$ cat src/rtl/dest_reg_pipe.sv
// dest_reg_pipe: destination-register selector and in-flight destination tracker.
//   Selects the write-back register (rd, rt or LINK_REG for jal) in decode.
//   It carries that register and its write flag through STAGES slots
//   (slot 0 = EX ... slot STAGES-1 = WB).
//   It compares decode-stage rs/rt against the in-flight writes for hazard
//   detection and forwarding select.
// Optional feature macro: HAZARD_COUNT_EN
//   defined   -> saturating 16-bit count of hazard cycles on hazard_cnt
//   undefined -> hazard_cnt tied to zero
// Ports:
//   clk, rst            rising-edge clock, asynchronous active-high reset
//   rt, rd, regrt, jal  destination select inputs
//   wreg                decoded instruction writes a register
//   stall, flush        slot-0 hold / kill controls (flush has priority)
//   rs_q, rt_q          decode-stage source registers to check
//   nd                  selected destination (combinational)
//   slot_nd, slot_wr    in-flight destinations and write flags, slot k at k*REG_AW
//   hazard_rs/rt        source matches a valid in-flight write (combinational)
//   fwd_rs/rt           0 = no match, k+1 = youngest matching slot k (combinational)
//   hazard_cnt          hazard-cycle counter
module dest_reg_pipe #(
    parameter int unsigned REG_AW   = 5,
    parameter int unsigned STAGES   = 3,
    parameter int unsigned LINK_REG = 31
) (
    input  logic                          clk,
    input  logic                          rst,
    input  logic [REG_AW-1:0]             rt,
    input  logic [REG_AW-1:0]             rd,
    input  logic                          regrt,
    input  logic                          jal,
    input  logic                          wreg,
    input  logic                          stall,
    input  logic                          flush,
    input  logic [REG_AW-1:0]             rs_q,
    input  logic [REG_AW-1:0]             rt_q,
    output logic [REG_AW-1:0]             nd,
    output logic [STAGES*REG_AW-1:0]      slot_nd,
    output logic [STAGES-1:0]             slot_wr,
    output logic                          hazard_rs,
    output logic                          hazard_rt,
    output logic [$clog2(STAGES+1)-1:0]   fwd_rs,
    output logic [$clog2(STAGES+1)-1:0]   fwd_rt,
    output logic [15:0]                   hazard_cnt
);

    localparam int unsigned FW_W  = $clog2(STAGES + 1);
    localparam int unsigned CNT_W = 16;

    logic [STAGES-1:0][REG_AW-1:0] slot_nd_q, slot_nd_d;
    logic [STAGES-1:0]             slot_wr_q, slot_wr_d;
    logic                          wr0;

    // Destination select; jal overrides regrt.
    always_comb begin
        nd  = jal ? REG_AW'(LINK_REG) : (regrt ? rt : rd);
        wr0 = wreg & (nd != '0);
    end

    // Slot next-state: flush > stall > normal for slot 0.
    always_comb begin
        slot_nd_d = slot_nd_q;
        slot_wr_d = slot_wr_q;
        for (int k = 1; k < STAGES; k++) begin
            if (k == 1 && stall && !flush) begin
                // Stalled slot 0 stays put, so a bubble enters slot 1.
                slot_nd_d[k] = '0;
                slot_wr_d[k] = 1'b0;
            end else begin
                slot_nd_d[k] = slot_nd_q[k-1];
                slot_wr_d[k] = slot_wr_q[k-1];
            end
        end
        if (flush) begin
            slot_nd_d[0] = '0;
            slot_wr_d[0] = 1'b0;
        end else if (!stall) begin
            slot_nd_d[0] = nd;
            slot_wr_d[0] = wr0;
        end
    end

    // Slot registers.
    always_ff @(posedge clk or posedge rst) begin
        if (rst) begin
            slot_nd_q <= '0;
            slot_wr_q <= '0;
        end else begin
            slot_nd_q <= slot_nd_d;
            slot_wr_q <= slot_wr_d;
        end
    end

    assign slot_nd = slot_nd_q;
    assign slot_wr = slot_wr_q;

    // Source compare; scanning oldest to youngest lets the youngest match win.
    always_comb begin
        hazard_rs = 1'b0;
        hazard_rt = 1'b0;
        fwd_rs    = '0;
        fwd_rt    = '0;
        for (int k = STAGES - 1; k >= 0; k--) begin
            if (slot_wr_q[k] && (slot_nd_q[k] == rs_q) && (rs_q != '0)) begin
                hazard_rs = 1'b1;
                fwd_rs    = FW_W'(k + 1);
            end
            if (slot_wr_q[k] && (slot_nd_q[k] == rt_q) && (rt_q != '0)) begin
                hazard_rt = 1'b1;
                fwd_rt    = FW_W'(k + 1);
            end
        end
    end

`ifdef HAZARD_COUNT_EN
    logic [CNT_W-1:0] hazard_cnt_q, hazard_cnt_d;

    // Saturating hazard-cycle counter.
    always_comb begin
        hazard_cnt_d = hazard_cnt_q;
        if ((hazard_rs || hazard_rt) && (hazard_cnt_q != {CNT_W{1'b1}})) begin
            hazard_cnt_d = hazard_cnt_q + CNT_W'(1);
        end
    end

    always_ff @(posedge clk or posedge rst) begin
        if (rst) begin
            hazard_cnt_q <= '0;
        end else begin
            hazard_cnt_q <= hazard_cnt_d;
        end
    end

    assign hazard_cnt = hazard_cnt_q;
`else
    assign hazard_cnt = CNT_W'(0);
`endif

endmodule

$ cat config.mk
export PLATFORM = sky130hd
export DESIGN_NAME = dest_reg_pipe
export DESIGN_NICKNAME = d
export VERILOG_FILES = /design/src/rtl/dest_reg_pipe.sv
export SDC_FILE = /design/constraint.sdc
export NUM_CORES = 1
export LEC_CHECK = 0
export ABC_AREA = 1
export BUFFER_PORTS_ARGS = -buffer_cell sky130_fd_sc_hd__buf_4
export CAP_MARGIN = 0
export CORE_ASPECT_RATIO = 0.8
export CORE_MARGIN = 1
export CORE_UTILIZATION = 50
export CTS_CLUSTER_SIZE = 28
export DETAILED_ROUTE_END_ITERATION = 8
export HOLD_SLACK_MARGIN = 0.06
export PLACE_DENSITY_LB_ADDON = 0.08
export SLEW_MARGIN = 15
export SYNTH_ARGS = -nofsm -noshare
export SYNTH_HDL_FRONTEND = slang
export SYNTH_SLANG_ARGS = --single-unit
$ cat constraint.sdc
create_clock -name clk -period 2.4 [get_ports clk]
set_clock_uncertainty 0.05 [all_clocks]
set_input_delay 0.36 -clock clk [delete_from_list [all_inputs] [get_ports clk]]
set_output_delay 0.36 -clock clk [all_outputs]
set_load 0.02 [all_outputs]
# ---- After elaboration in Yosys (flattened, before gate mapping)
# Cells that the tools add are included.
dict set report totals {
  input_bits 27
  regBits 18
  wordCells 50
}
dict set report op_classes {
  reduce_logical 17
  muxes 20
  eq_ne 7
  bitwise 1
}
# operator n
set op_table {}
lappend op_table {{== test 5 bit} 6}
lappend op_table {{2-to-1 mux 5 bit} 5}
lappend op_table {{nonzero test 5 bit} 3}
lappend op_table {{logical AND 1 bit} 13}
lappend op_table {{2-to-1 mux 2 bit} 6}
lappend op_table {{2-to-1 mux 1 bit} 9}
lappend op_table {{!= test 2 x 1 -> 1 bit (second input constant)} 1}
lappend op_table {{bitwise AND 1 bit} 1}
lappend op_table {{zero test 1 bit} 1}

# ---- Longest topological paths before layout
# Gate-level depths: netlist (run 1).
dict set report depth {
  ltp_word 6
  depth_mapped 9
}

# ---- Worst setup path after synthesis (run 1)
# OpenSTA, ideal clock, no wires.
dict set report synth_timing {
  path_kind {reg2out}
  from {register slot_nd_q (netlist bit slot_nd[10])}
  to {output fwd_rt[1]}
  path_stages_with_launch 9
  t_arrival_ns 1.141
  setup_slack_ns 0.849
  n_path_buf 0
  required_ns 1.990
  cell_sequence {dfrtp_1 -> inv_1 -> nand2_1 -> nand2_1 -> nor2_1 -> nand2_1 -> nor2_2 -> nor2_2 -> nor2_2}
}
dict set report synth_between {
  elab_chain_len 6
}
# item line_no
set synth_lines {}
lappend synth_lines {{from (decl)} 50} ;# logic [STAGES-1:0][REG_AW-1:0] slot_nd_q, slot_nd_d;
lappend synth_lines {{from (signal assigned)} 89} ;# slot_nd_q <= slot_nd_d;
lappend synth_lines {{== test 5 bit} 108} ;# if (slot_wr_q[k] && (slot_nd_q[k] == rt_q) && (rt_q != '0)) begin
lappend synth_lines {{logical AND 1 bit (2 in a row)} 108}
lappend synth_lines {{2-to-1 mux 2 bit (3 in a row)} 108}
lappend synth_lines {{to (decl)} 43} ;# output logic [$clog2(STAGES+1)-1:0] fwd_rt,
# No other way between the ends.

# ---- Final worst setup path (run 1)
dict set report layout_timing {
  from {register slot_nd_q (netlist bit slot_nd[2])}
  to {output fwd_rt[1]}
}
dict set report layout_between {
  elab_chain_len 4
}
# item line_no
set layout_lines {}
lappend layout_lines {{== test 5 bit} 108}
lappend layout_lines {{logical AND 1 bit (2 in a row)} 108}
lappend layout_lines {{2-to-1 mux 2 bit} 108}
# No other way between the ends.

==> results by group, run 1 <==
Clock tree
  • Clock Sink Count: 18
  • Root Driver: clkbuf_8
  • H-tree levels: 1
  • Hold Buf Count CTS: 0
  • CTS tree: done
  • Worst-case clock buffer depth: 2
  • Post_cts resized: 0
  • Reg clk slew, reported paths: ~0.07 ns
  • Total setup buffers inserted after CTS: 0
  • Worst skew pair latency: around 0.25 ns
  • TritonCTS buffer count: 3

Routing
  • Via count: 1,536
  • DR DRC count: 0
  • DR WL/cell: about 10 µm
  • Pre-antenna DRT Iters: 4
  • DR vias/cell: between 4 and 5
  • Post-DRT Antenna Nets: 0
  • Post-Route WL: 3.366 mm
  • Initial drt markers: just under 90

Final layout
  • Layout Nets: ~330
  • Commonest non-fill, non-tap cell in the layout: nand2_1
  • Filler Cell Count: ~290
  • Share of cells above drive strength 1: between 20% and 30%
  • Ant diodes: 0
  • Most frequent cells in the layout: 90 x nand2_1, 55 x buf_4, 39 x nor2_1, 27 x inv_1, 18 x dfrtp_1
  • Final Instance Area: between 0.0015 and 0.002 mm²
  • Area Overhead vs Synth: 25.95%

Power and ir drop
  • Pwr dens: around 460 mW/mm²
  • P_leak: about 1.1 nW
  • Peak VDD IR: roughly 0.32 mV

Worst setup path
  • WP data arrival: ~1.5 ns
  • Endpoint class of the critical path: output port
  • CP Launch Type: flop
  • Critical Path RT: 1.99 ns
  • Critical path class: flop to output port
  • CP max FO: 4

Synthesis
  • Avg Cell Area, Syn: around 6.0 µm²
  • Yosys cell types: 22
  • Post-synthesis sequential area ratio: between 20% and 30%
  • Register bit count reported by yosys: 18
  • Ys Warns: 0
  • Cells after Synth: 250
  • Post-Syn Area: roughly 0.0015 mm²

Global routing
  • Grt ovf: 0
  • First-pass GRT wire length: 5.485 mm
  • Initial antenna violation count: 0
  • GRT Overall Usage: 22.00%
  • Vias in the first global route: between 1,000 and 1,500
  • Largest net degree at the start of global routing: 19

Place
  • IO Port Bufs: 55
  • DP Area: between 0.0015 and 0.002 mm²
  • Routability cong.: a little over 0.9
  • Final HPWL DP: 2.797 mm

Flow run
  • Max-cap check violation count: 0

Status
  • Status: finished, final reports clean

Floorplanning
  • Core Region: ~0.0028 mm²
  • Die footprint: 0.003243 mm²
  • Die Y: roughly 51 µm
  • Starting Density: a little over half
  • Top Ports: 72
  • Row cnt: 17
  • Chip Width: between 60 and 70 µm

Timing
  • Worst slew pin tran: between 0.6 and 0.7 ns
  • Final setup fails: 0
  • Minimum clock period: around 1.9 ns
  • FMAX: roughly 0.52 GHz
  • Fin. Hold Viols: 0
  • Period utilization: around 80%
  • Unrepaired setup endpoints after global routing: false
  • TNS Setup: 0 ns
  • Slew HR: 57.31%
  • Max-slew violation count: 0

Worst hold path
  • Hold Path Class: input pin to async pin
==> final cells by class <==
cell class | count | area [µm²] | share of cell area (%)
Inverter | 40 | 150.1 | 7.900
Tap cell | 38 | 47.55 | 2.502
Sequential cell | 18 | 450.4 | 23.70
Clock buffer | 4 | 55.05 | 2.897
Timing Repair Buffer | 55 | 412.9 | 21.72
Multi-Input combinational cell | 183 | 784.5 | 41.28
==> worst paths after layout <==
kind                            start     endpoint  slack [ns]  cells after the start
max                        slot_nd[2]    fwd_rt[1]        0.48                      7
min                               rst   slot_wr[0]        0.14                      2
max reg2reg                slot_nd[1]   slot_nd[1]        1.54                      2
min reg2reg                slot_wr[1]   slot_wr[2]        0.40                      0
max in group asynchronous         rst  slot_nd[11]        1.74                      2
min in group clk                flush   slot_wr[1]        0.34                      3
==> registers in the layout (all words and copies together), names as in the netlist <==
signal and count:
slot_wr 3, slot_nd 15
==> where the power goes <==
part | switching (mW) | total (mW) | leakage, nW | internal, mW
clock | 0.0978 | 0.243 | 0.0288 | 0.146
sequential | 0.0276 | 0.352 | 0.238 | 0.324
combinational | 0.172 | 0.282 | 0.871 | 0.109
==> cells by family (layout without fill, tap and decap cells) <==
kind of cell,count (synthesis),in the layout,synth area share (%)
DFF,18,18,29.85
xor gates and xnor gates,3,3,1.742
and+or+nand+nor,153,153,42.21
other,1,16,0.2485
buffers and inverters,64,99,21.89
AOI/OAI and AO/OA,11,11,4.063
==> metrics by stage <==
step	utilization (%)	power (mW)	hold slack, ns	std cells	setup WS [ns]
floorplan	-	0.5546	0.2486	265	0.8487
global placement	65.73	0.6370	0.3897	334	0.7339
detailed placement	65.73	0.6385	0.3839	334	0.7090
CTS	67.69	0.8794	0.1732	338	0.4877
global route	67.69	0.9300	0.2177	338	0.3836
finish	67.69	0.8766	0.1429	338	0.4820
==> routing by layer <==
layer	up-vias	global-route usage (%)	wire length, µm
met5	-	0	0
met4	0	6.439	35
met3	4	3.795	237
met2	72	35.46	1526
met1	656	30.29	1567
li1	804	-	-
==> critical path: stages (launching register included) <==
cell     delay (ns)
dfrtp_1        0.42
inv_1          0.13
o21ai_0        0.11
nor3_2         0.19
nand2_1        0.08
nor2_1         0.13
nor2_2         0.05
buf_4          0.15
==> synth_stat cells, drive strengths merged <==
master,number,share of area [%]
and3,1,0.41
buf,24,12
conb,1,0.25
dfrtp,18,30
inv,40,10
nand2,91,23
nand3,8,3.0
nand4,1,0.41
nor2,48,13
nor2b,1,0.41
nor3,2,1.3
o21ai,6,2.0
o22ai,5,2.1
or2,1,0.41
xor2,3,1.7
(Power assumes the default switching activity.)
==> run 2: changes to the inputs <==
Settings changed: CORE_UTILIZATION 50 to 42.
Clock period 2.4 ns to 1.5 ns, I/O delays scaled along.
==> run 2 against run 1 <==
The run now ends with setup timing left. Critical path type unchanged. Highest routed layer unchanged. Non-clock buffer count is 17 higher. Die area rose by 18%. Critical path depth unchanged.
==> results by group, run 2 (same netlist as run 1, synthesis figures left out) <==
Status
  • Status: finished with violations (was finished, final reports clean)
  • Failing checks: setup timing

Final layout
  • Layout Nets: 345 (was 328)
  • Ant diodes: 0 (unchanged)
  • Area Overhead vs Synth: 37.48% (was 25.95%)
  • Finished Layout Cells: 359 (was 338)
  • Commonest non-fill, non-tap cell in the layout: nand2_1 (unchanged)
  • Most frequent cells in the layout: 88 x nand2_1, 66 x buf_4, 36 x nor2_1, 21 x inv_2, 19 x inv_1 (was 90 x nand2_1, 55 x buf_4, 39 x nor2_1, 27 x inv_1, 18 x dfrtp_1)
  • Fin util: 60.60% (was 67.69%)
  • Max reg flops: 15 (unchanged)
  • Share of cells above drive strength 1: 37.54% (was 28.33%)

Global routing
  • First-pass GRT wire length: 6.113 mm (was 5.485 mm)
  • GRT Overall Usage: 19.37% (was 22.00%)
  • Vias in the first global route: 1,461 (was 1,282)
  • Grt ovf: 0 (unchanged)
  • Largest net degree at the start of global routing: 19 (unchanged)
  • Initial antenna violation count: 0 (unchanged)

Power and ir drop
  • Total power: 1.484 mW (was 0.8766 mW)
  • Peak VDD IR: 0.3900 mV (was 0.3195 mV)
  • Pwr dens: 715.4 mW/mm² (was 461.3 mW/mm²)
  • P_leak: 1.220 nW (was 1.138 nW)

Routing
  • DR DRC count: 0 (unchanged)
  • DR WL/cell: 10.23 µm (was 9.959 µm)
  • Via count: 1,594 (was 1,536)
  • Post-DRT Antenna Nets: 0 (unchanged)
  • Initial drt markers: 78 (was 88)
  • DR vias/cell: 4.440 (was 4.544)
  • Post-Route WL: 3.671 mm (was 3.366 mm)
  • Pre-antenna DRT Iters: 7 (was 4)

Timing
  • Unrepaired setup endpoints after global routing: true (was false)
  • Fin. Hold Viols: 0 (unchanged)
  • PnR worst setup slack: -0.2191 ns (was 0.4820 ns)
  • Minimum clock period: around 1.7 ns
  • TNS Setup: -1.105 ns (was 0 ns)
  • Max-slew violation count: 0 (unchanged)
  • Final setup fails: 6 (was 0)
  • FMAX: between 0.5 and 0.6 GHz
  • Period utilization: 114.6%

Worst hold path
  • Hold Path Class: input pin to flop (was input pin to async pin)

Floorplanning
  • Row cnt: 19 (was 17)
  • Core Region: 0.003423 mm² (was 0.002808 mm²)
  • Top Ports: 72 (unchanged)
  • Chip Width: 69.02 µm (was 63.42 µm)
  • Starting Density: 44.08% (was 53.74%)
  • Die Y: 55.61 µm (was 51.14 µm)
  • Die footprint: 0.003838 mm² (was 0.003243 mm²)

Worst setup path
  • Critical path class: flop to output port (unchanged)
  • Critical Path RT: 1.22 ns (was 1.99 ns)
  • CP max FO: 3 (was 4)
  • WP data arrival: 1.44 ns (was 1.51 ns)
  • Endpoint class of the critical path: output port (unchanged)
  • CP Launch Type: flop (unchanged)

Clock tree
  • Reg clk slew, reported paths: 0.07 ns (about the same)
  • Worst-case clock buffer depth: 2 (unchanged)
  • Root Driver: clkbuf_8 (unchanged)
  • Worst skew pair latency: 0.25 ns (about the same)
  • H-tree levels: 1 (unchanged)
  • CTS tree: done (unchanged)
  • Clock Sink Count: 18 (unchanged)
  • TritonCTS buffer count: 3 (unchanged)

Place
  • Post-Place Cells: 342 (was 334)
  • IO Port Bufs: 55 (unchanged)
  • Routability cong.: 0.8988 (was 0.9247)
  • Final HPWL DP: 2.921 mm (was 2.797 mm)

Flow run
  • Max-cap check violation count: 0 (unchanged)
## run 2: critical path: stages (launching register included)
cell and delay [ns]:
dfrtp_1 0.42, inv_2 0.08, nor2_1 0.05, nor3_2 0.23, nand2_1 0.09, nor2_2 0.13, nor2_2 0.05, buf_4 0.15
## run 2: layer usage
metal	share of wire [%]	vias to the layer above	global-route usage [%]
met1	49	687	27.07
met5	0	-	0
met4	1.0	0	4.082
li1	-	842	-
met2	44	61	31.35
met3	5.6	4	3.623
## run 2: worst paths after layout
check | start | to | slack, ns | cells past startpoint
setup / recovery | slot_nd[3] | fwd_rt[1] | -0.22 | 7
hold / removal | jal | slot_nd[4] | 0.21 | 3
setup reg to reg | slot_nd[3] | slot_nd[3] | 0.62 | 3
hold reg to reg | slot_wr[1] | slot_wr[2] | 0.39 | 0
max in group asynchronous | rst | slot_nd[6] | 0.69 | 4
min in group asynchronous | rst | slot_nd[8] | 0.48 | 4
## run 2: where the power goes
| part | leakage [nW] | total (mW) | internal [mW] | switching [mW] |
|---|---|---|---|---|
| Combinational | 0.960 | 0.516 | 0.217 | 0.298 |
| Clock | 0.0288 | 0.408 | 0.233 | 0.175 |
| Sequential | 0.232 | 0.560 | 0.520 | 0.0406 |
| Total | 1.22 | 1.48 | 0.970 | 0.514 |
## run 2: metrics by stage
step                      cell area [µm²]  setup WS [ns]  hold slack [ns]
after global placement               1881        0.02059           0.2142
after global routing                 2074        -0.3123           0.2304
after CTS                            2042        -0.2138           0.2075
after detailed placement             1881        0.01457           0.2166
after floorplan                      1565        0.08374           0.1136
final                                2074        -0.2191           0.2069
## run 2: layout make-up
class                           count  area [µm²]
Multi-Input combinational cell    183       799.5
Timing Repair Buffer               72       561.8
Inverter                           40       150.1
Clock buffer                        4       55.05
Tap cell                           42       52.55
Sequential cell                    18       455.4
Fill cell                         370        1349
## run 2: what timing repair did
| action | in CTS | in global routing |
|---|---|---|
| pin swaps | 8 | 7 |
| gates cloned | 0 | 0 |
| resized for setup | 10 | 14 |
| setup buffers | 10 | 2 |
| hold buffers | 1 | 0 |
| endpoints found under the hold margin | 18 | 0 |
| endpoints found under the setup margin | 6 | 6 |
